**src/rtl/cpu_control_fsm.sv**
```systemverilog
// Multicycle CPU control sequencer: FETCH/DECODE/EXEC/MEM/WB/HALT with a memory-wait watchdog.
// Control outputs are combinational from state, latched class, opcode (DECODE) and mem_ready/zero.
module cpu_control_fsm (
  input  logic        clk,
  input  logic        rst_n,
  input  logic [3:0]  opcode,
  input  logic        zero,
  input  logic        mem_ready,
  output logic        mem_read,
  output logic        mem_write,
  output logic        iord,
  output logic        ir_write,
  output logic        pc_write,
  output logic        reg_write,
  output logic        pc_src,
  output logic [1:0]  alu_op,
  output logic        alu_src_b,
  output logic        mem_to_reg,
  output logic [2:0]  state,
  output logic        halted,
  output logic        bus_error,
  output logic        illegal,
  output logic [15:0] retired
);

  localparam logic [2:0] S_FETCH  = 3'd0;
  localparam logic [2:0] S_DECODE = 3'd1;
  localparam logic [2:0] S_EXEC   = 3'd2;
  localparam logic [2:0] S_MEM    = 3'd3;
  localparam logic [2:0] S_WB     = 3'd4;
  localparam logic [2:0] S_HALT   = 3'd5;

  localparam logic [2:0] C_R    = 3'd0;
  localparam logic [2:0] C_I    = 3'd1;
  localparam logic [2:0] C_LW   = 3'd2;
  localparam logic [2:0] C_SW   = 3'd3;
  localparam logic [2:0] C_BEQ  = 3'd4;
  localparam logic [2:0] C_BNE  = 3'd5;
  localparam logic [2:0] C_HALT = 3'd6;
  localparam logic [2:0] C_ILL  = 3'd7;

  logic [2:0]  state_q, state_d;
  logic [2:0]  cls_q, cls_d, dec_cls;
  logic [3:0]  wait_q, wait_d;
  logic [15:0] retired_q, retired_d;
  logic        bus_error_q, bus_error_d;
  logic        retire;

  always_comb begin
    case (opcode)
      4'h0:              dec_cls = C_R;
      4'h1, 4'h2, 4'h3:  dec_cls = C_I;
      4'h8:              dec_cls = C_LW;
      4'hB:              dec_cls = C_SW;
      4'h4:              dec_cls = C_BEQ;
      4'h5:              dec_cls = C_BNE;
      4'hF:              dec_cls = C_HALT;
      default:           dec_cls = C_ILL;
    endcase
  end

  always_comb begin
    mem_read    = 1'b0;
    mem_write   = 1'b0;
    iord        = 1'b0;
    ir_write    = 1'b0;
    pc_write    = 1'b0;
    reg_write   = 1'b0;
    pc_src      = 1'b0;
    alu_op      = 2'b00;
    alu_src_b   = 1'b0;
    mem_to_reg  = 1'b0;
    halted      = 1'b0;
    illegal     = 1'b0;
    retire      = 1'b0;
    state_d     = state_q;
    cls_d       = cls_q;
    bus_error_d = bus_error_q;
    wait_d      = 4'd0;

    case (state_q)
      S_FETCH: begin
        mem_read = 1'b1;
        if (mem_ready) begin
          ir_write = 1'b1;
          pc_write = 1'b1;
          state_d  = S_DECODE;
        end
      end
      S_DECODE: begin
        cls_d = dec_cls;
        case (dec_cls)
          C_ILL: begin
            illegal = 1'b1;
            state_d = S_FETCH;
          end
          C_HALT:  state_d = S_HALT;
          default: state_d = S_EXEC;
        endcase
      end
      S_EXEC: begin
        case (cls_q)
          C_R:  state_d = S_WB;
          C_I: begin
            alu_op    = 2'b01;
            alu_src_b = 1'b1;
            state_d   = S_WB;
          end
          C_LW, C_SW: begin
            alu_op    = 2'b10;
            alu_src_b = 1'b1;
            state_d   = S_MEM;
          end
          C_BEQ, C_BNE: begin
            alu_op = 2'b11;
            // Branches resolve and retire here whether taken or not
            if ((cls_q == C_BEQ) == zero) begin
              pc_write = 1'b1;
              pc_src   = 1'b1;
            end
            retire  = 1'b1;
            state_d = S_FETCH;
          end
          default: state_d = S_FETCH;
        endcase
      end
      S_MEM: begin
        iord      = 1'b1;
        alu_op    = 2'b10;
        mem_read  = (cls_q == C_LW);
        mem_write = (cls_q == C_SW);
        if (mem_ready) begin
          if (cls_q == C_LW) begin
            state_d = S_WB;
          end else begin
            retire  = 1'b1;
            state_d = S_FETCH;
          end
        end
      end
      S_WB: begin
        reg_write  = 1'b1;
        mem_to_reg = (cls_q == C_LW);
        retire     = 1'b1;
        state_d    = S_FETCH;
      end
      S_HALT:  halted = 1'b1;
      default: state_d = S_FETCH;
    endcase

    // Watchdog: 16 consecutive unanswered memory cycles park the core in HALT
    if ((state_q == S_FETCH || state_q == S_MEM) && !mem_ready) begin
      if (wait_q == 4'hF) begin
        state_d     = S_HALT;
        bus_error_d = 1'b1;
      end else begin
        wait_d = wait_q + 4'd1;
      end
    end

    retired_d = retire ? retired_q + 16'd1 : retired_q;
  end

  always_ff @(posedge clk or negedge rst_n) begin
    if (!rst_n) begin
      state_q     <= S_FETCH;
      cls_q       <= C_R;
      wait_q      <= 4'd0;
      retired_q   <= 16'd0;
      bus_error_q <= 1'b0;
    end else begin
      state_q     <= state_d;
      cls_q       <= cls_d;
      wait_q      <= wait_d;
      retired_q   <= retired_d;
      bus_error_q <= bus_error_d;
    end
  end

  assign state     = state_q;
  assign bus_error = bus_error_q;
  assign retired   = retired_q;

endmodule

```
**config.mk**
```make
export PLATFORM = sky130hd
export DESIGN_NAME = cpu_control_fsm
export DESIGN_NICKNAME = d
export VERILOG_FILES = /design/src/rtl/cpu_control_fsm.sv
export SDC_FILE = /design/constraint.sdc
export NUM_CORES = 1
export LEC_CHECK = 0
export ABC_AREA = 1
export CELL_PAD_IN_SITES_DETAIL_PLACEMENT = 0
export CELL_PAD_IN_SITES_GLOBAL_PLACEMENT = 1
export CORE_ASPECT_RATIO = 0.7
export CORE_MARGIN = 4
export CORE_UTILIZATION = 36
export CTS_BUF_LIST = sky130_fd_sc_hd__clkbuf_4 sky130_fd_sc_hd__clkbuf_8
export DETAILED_ROUTE_END_ITERATION = 8
export PLACE_DENSITY_LB_ADDON = 0.1
export SETUP_SLACK_MARGIN = 0.05
export SLEW_MARGIN = 30
export SYNTH_ARGS = -nofsm -noshare
export SYNTH_HDL_FRONTEND = slang
export SYNTH_SLANG_ARGS = --single-unit
```
**constraint.sdc**
```tcl
create_clock -name clk -period 1.66 [get_ports clk]
set_input_delay 0.166 -clock clk [delete_from_list [all_inputs] [get_ports clk]]
set_output_delay 0.166 -clock clk [all_outputs]
set_load 0.02 [all_outputs]
```
-- After elaboration in Yosys (flattened, before gate mapping)
Memories as Yosys holds them, arrays and structs flattened.
Index checks and enable logic that the tools add are counted.
- memories: 1
- input port bits: 8
- ROM bits: 48
- output and inout port bits: 33
- register bits: 27
- memories (memory ; words ; bits a word ; rd ports ; clocked after memory_dff ; write ports ; line ; text):
    (no name shown) ; 16 ; 3 ; 1 ; 0 ; 0 ; 50 ; case (opcode)
- equal/unequal tests: 14
- multiplexer cells: 32
- reduce and logical (&&, ||, !) cells: 10
- add/subtract/negate cells: 2
- operators by type and width (kind ; count):
    $eq 3x3->1 const B ; 6
    $mux 1 ; 17
    $add 16x1->16 const B ; 1
    $mux 3 ; 5
    $pmux 3 s5 ; 1
    $eq 3x2->1 const B ; 4
    $pmux 3 s2 ; 2
    $mux 4 ; 2
    $eq 3x1->1 const B ; 2
    $logic_not 3->1 ; 2
    $pmux 2 s3 ; 1
    $reduce_or 2->1 ; 3
    $add 4x1->4 const B ; 1
    $eq 4x4->1 const B ; 1
    $pmux 1 s2 ; 2
    $pmux 2 s2 ; 1
    $pmux 1 s3 ; 1
    $reduce_or 3->1 ; 1
    $reduce_and 2->1 ; 1
    $eq 1x1->1 ; 1
    $logic_and 1x1->1 ; 1
    $logic_not 1->1 ; 1
    $logic_or 1x1->1 ; 1

-- Longest topological paths before layout
- depth in word-level cells: 6
- gate-level depth with buffers: 9

-- Worst setup path after synthesis
No wires, ideal clock.
- path kind: reg2out
- start point: reg state_q[2] (netlist: state[2])
- end point: out pc_write
- arrival time: 1.449 ns
- path buffers: 0
- slack: 0.045 ns
- stages on the path, launching flop included: 6
- cell sequence: dfrtp_1 inv_2 nand2_2 nor2_1 nand2_2 o21ai_0
- word-level cells in the longest chain between the ends: 2
- RTL lines (element ; line ; text):
    start, declared ; 42 ; logic [2:0] state_q, state_d;
    start signal, assigned ; 172 ; state_q <= state_d;
    $eq 3x2->1 / $logic_not 3->1 (equally long branches) ; 81 ; case (state_q)
    $pmux 1 s2 (*) ; 81 ;
    end, declared ; 13 ; output logic pc_write,
Every way passes the cells marked *; elsewhere a longest branch is shown, timed or not.

-- Final worst setup path
- start point: reg state_q[1] (netlist: state[1])
- end point: out mem_to_reg
- word-level cells in the longest chain between the ends: 2
- RTL lines (element ; line ; text):
    $eq 3x3->1 ; 81 ;
    $mux 1 ; 81 ;
    end, declared ; 18 ; output logic mem_to_reg,
No other way between the ends.

==> metrics.md <==
| Metric | Value |
|---|---|
| CTS tree | `done` |
| Inst Count DP | `379` |
| Share of the synthesized area in the top cell type | `39.3%` |
| Synth Register Bits | `27` |
| Crit share post-route | `99.0%` |
| Post-synthesis cell count | `246` |
| CTS max path bufs | `2` |
| # setup viols final | `0` |
| Sw Pwr | `1.38 mW` |
| Gr ovfl total | `0` |
| Share of post-route cells with drive strength above 1 | `24.5%` |
| Net Sw Frac | `41.7%` |
| Critical-path cell list | `inv_2 -> nand3_1 -> nor2_1 -> clkdlybuf4s15_2` |
| Die ar. | `5960 um2` |
| DR WL/cell | `12.1 um` |
| Vias | `1811` |
| Synth Net Count | `258` |
| CP delay by family, top | `flip-flops` |
| Nets | `344` |
| DRC errors left | `0` |
| P_int | `1.93 mW` |
| DRT iter0 DRCs | `102` |
| Sequential share of power | `28.4%` |
| Setup Skew | `0.00172 ns` |
| Core Area | `4480 um2` |
| Cell type with the highest aggregate area in the netlist | `dfrtp_1` |
| Cell Area, Synth | `1720 um2` |
| Fmax | `608 MHz` |
| Hpwl dp | `3.56 mm` |
| Port bufs | `40` |
| Post-synth cell types | `23` |
| Fin. Hold Viols | `0` |
| Antenna violations before repair | `0` |
| Startpoint types | `flop` |
| Worst Path Arrival | `1.48 ns` |
| Kind of critical path | `reg2out` |
| I/O pin total | `41` |
| Slew headroom | `76.5%` |
| Pins over their slew limit | `0` |
| Chip width | `90.6 um` |
| Total Wirelength | `4.67 mm` |
| Buf+Inv Stages, Crit Path | `2` |
| HP Class | `in2async` |
| P_leak | `1.33 nW` |
| GRT Util Overall | `16.7%` |
| CP Capture Type | `output port` |
| Level count of the clock H-tree | `1` |
| CTS clock-pin slew for the worst setup and hold paths | `0.09 ns` |
| Area after DPL | `2470 um2` |
| YS warnings | `0` |
| Max Cap Viol | `0` |
| Ant diodes | `0` |
| Clock power share | `11.6%` |
| Design Area, Final | `2580 um2` |
| Via density | `4.69` |
| Crit path max fanout | `4` |
| Root buf cell | `clkbuf_8` |
| Die height | `65.8 um` |
| Vias in the first global route | `1736` |
| Setup slack after layout | `0.0162 ns` |
| Outcome | `finished, final reports clean` |
| Hold buffer count at CTS | `0` |
| DRT Pass-1 Iters | `4` |
| Util after Layout | `57.6%` |
| Setup TNS | `0 ns` |
| Finished Layout Cells | `386` |
| Antenna viol nets, final | `0` |
| Critical-path cell with the highest stage delay | `dfrtp_1` |
| Global-route wire length before repair | `8.05 mm` |
| Comb pwr share | `60.0%` |
| Routability cong. | `0.840` |
| Crit-path max cell delay | `0.44 ns` |
| Syn Area/Cell | `6.98 um2` |
| Min cycle time layout | `1.64 ns` |
| Clk sinks | `27` |
| Post-synthesis sequential area ratio | `39.3%` |
| Min Hold Slack | `0.257 ns` |
| Synth area leaders | `dfrtp_1 (39%), nand2_1 (16%), nor2_1 (7.9%)` |
| P per Cell Area | `1280 nW/um2` |
| Tightest Pin Transition | `0.352 ns` |
| Peak VDD IR | `0.542 mV` |
| Total power draw | `3.30 mW` |
| Area Growth Syn to Fin | `50.1%` |
| Largest net degree at the start of global routing | `28` |
| Total CTS buffers | `3` |
| Unrepaired setup endpoints after global routing | `yes` |
| Initial core utilization | `38.4%` |
| # rows | `20` |
| Worst EP required | `1.49 ns` |
| Dpl ws | `-0.387 ns` |
| Clk Latency, worst-skew pair | `0.27 ns` |
cells in the final DEF, fill, tap and decap left out, drive strengths merged, types with 2 or more instances in the layout:
cell type      instances
nor2                  37
dlymetal6s2s           6
buf                   52
nand4                 11
ha                     4
nand3                 19
xor2                   7
nand2                 74
clkdlybuf4s50         20
clkbuf                 6
inv                   37
nor3                   4
a21oi                  2
o21ai                 18
dfrtp                 27
power by group through the flow:
| stage | sequential [mW] | combinational [mW] | clock (mW) |
|---|---|---|---|
| 2_1_floorplan | 1.05 | 0.787 | 0 |
| 3_3_place_gp | 0.941 | 1.85 | 0 |
| 3_5_place_dp | 0.945 | 1.86 | 0 |
| 4_1_cts | 0.936 | 1.82 | 0.397 |
| 5_1_grt | 0.963 | 2.18 | 0.430 |
| 6_report | 0.937 | 1.98 | 0.385 |
kinds of logic (layout without fill, tap and decap cells):
logic type,after synthesis,after routing,share of synthesized area [%]
xor+xnor,8,8,4.08
buf+inv,39,124,9.61
fa+ha+maj,4,4,2.91
simple gates,147,147,37.9
flops,27,27,39.3
compound gates,21,21,6.19
cells in the mapped netlist (all sizes together):
library cell,number
a31oi,1
inv,37
dfrtp,27
nand3b,1
ha,4
nand4,11
o21ai,18
a21oi,2
buf,2
nor2,37
nand3,19
xnor2,1
xor2,7
nand2,74
nor3,4
nor3b,1
layer usage:
metal / track usage [%] / part of all wire, % / routed length [um] / up-vias
li1: - / - / - / 952
met1: 26.1 / 54 / 2530 / 807
met2: 23.8 / 39 / 1820 / 52
met3: 3.53 / 6.8 / 318 / 0
met4: 2.10 / 0 / 0 / 0
met5: 0 / 0 / 0 / -
sequential cells by signal, summed over array words and instances (netlist names):
register,cells
bus_error,1
cls_q,3
retired,16
state,3
wait_q,4
cell type report:
| cell class | instances | area [um2] |
|---|---|---|
| inverters | 37 | 139 |
| repair buffers | 83 | 726 |
| fillers | 430 | 1900 |
| flip-flops and latches | 27 | 677 |
| clock inverters | 1 | 7.51 |
| multi-input cells | 180 | 920 |
| clock buffers | 3 | 41.3 |
| well taps | 55 | 68.8 |
timing repair:
item	4_1_cts	5_1_grt
gates resized for setup	52	29
setup endpoints to repair	14	21
setup buffers	1	1
pin swaps	2	2
gates cloned	0	1
path summary, 6_finish.rpt:
check	from	to	slack [ns]	cells after the start
max reg2reg	state[1]$_DFF_PN0_	retired[8]$_DFFE_PN0P_	0.14	8
max	state[1]$_DFF_PN0_	mem_to_reg	0.02	4
min	rst_n	bus_error$_DFFE_PN0P_	0.26	2
max in group asynchronous	rst_n	state[0]$_DFF_PN0_	1.12	2
min in group clk	opcode[1]	cls_q[1]$_DFFE_PN0P_	0.38	6
min reg2reg	wait_q[0]$_DFF_PN0_	wait_q[0]$_DFF_PN0_	0.47	1
(Power assumes the default switching activity.)
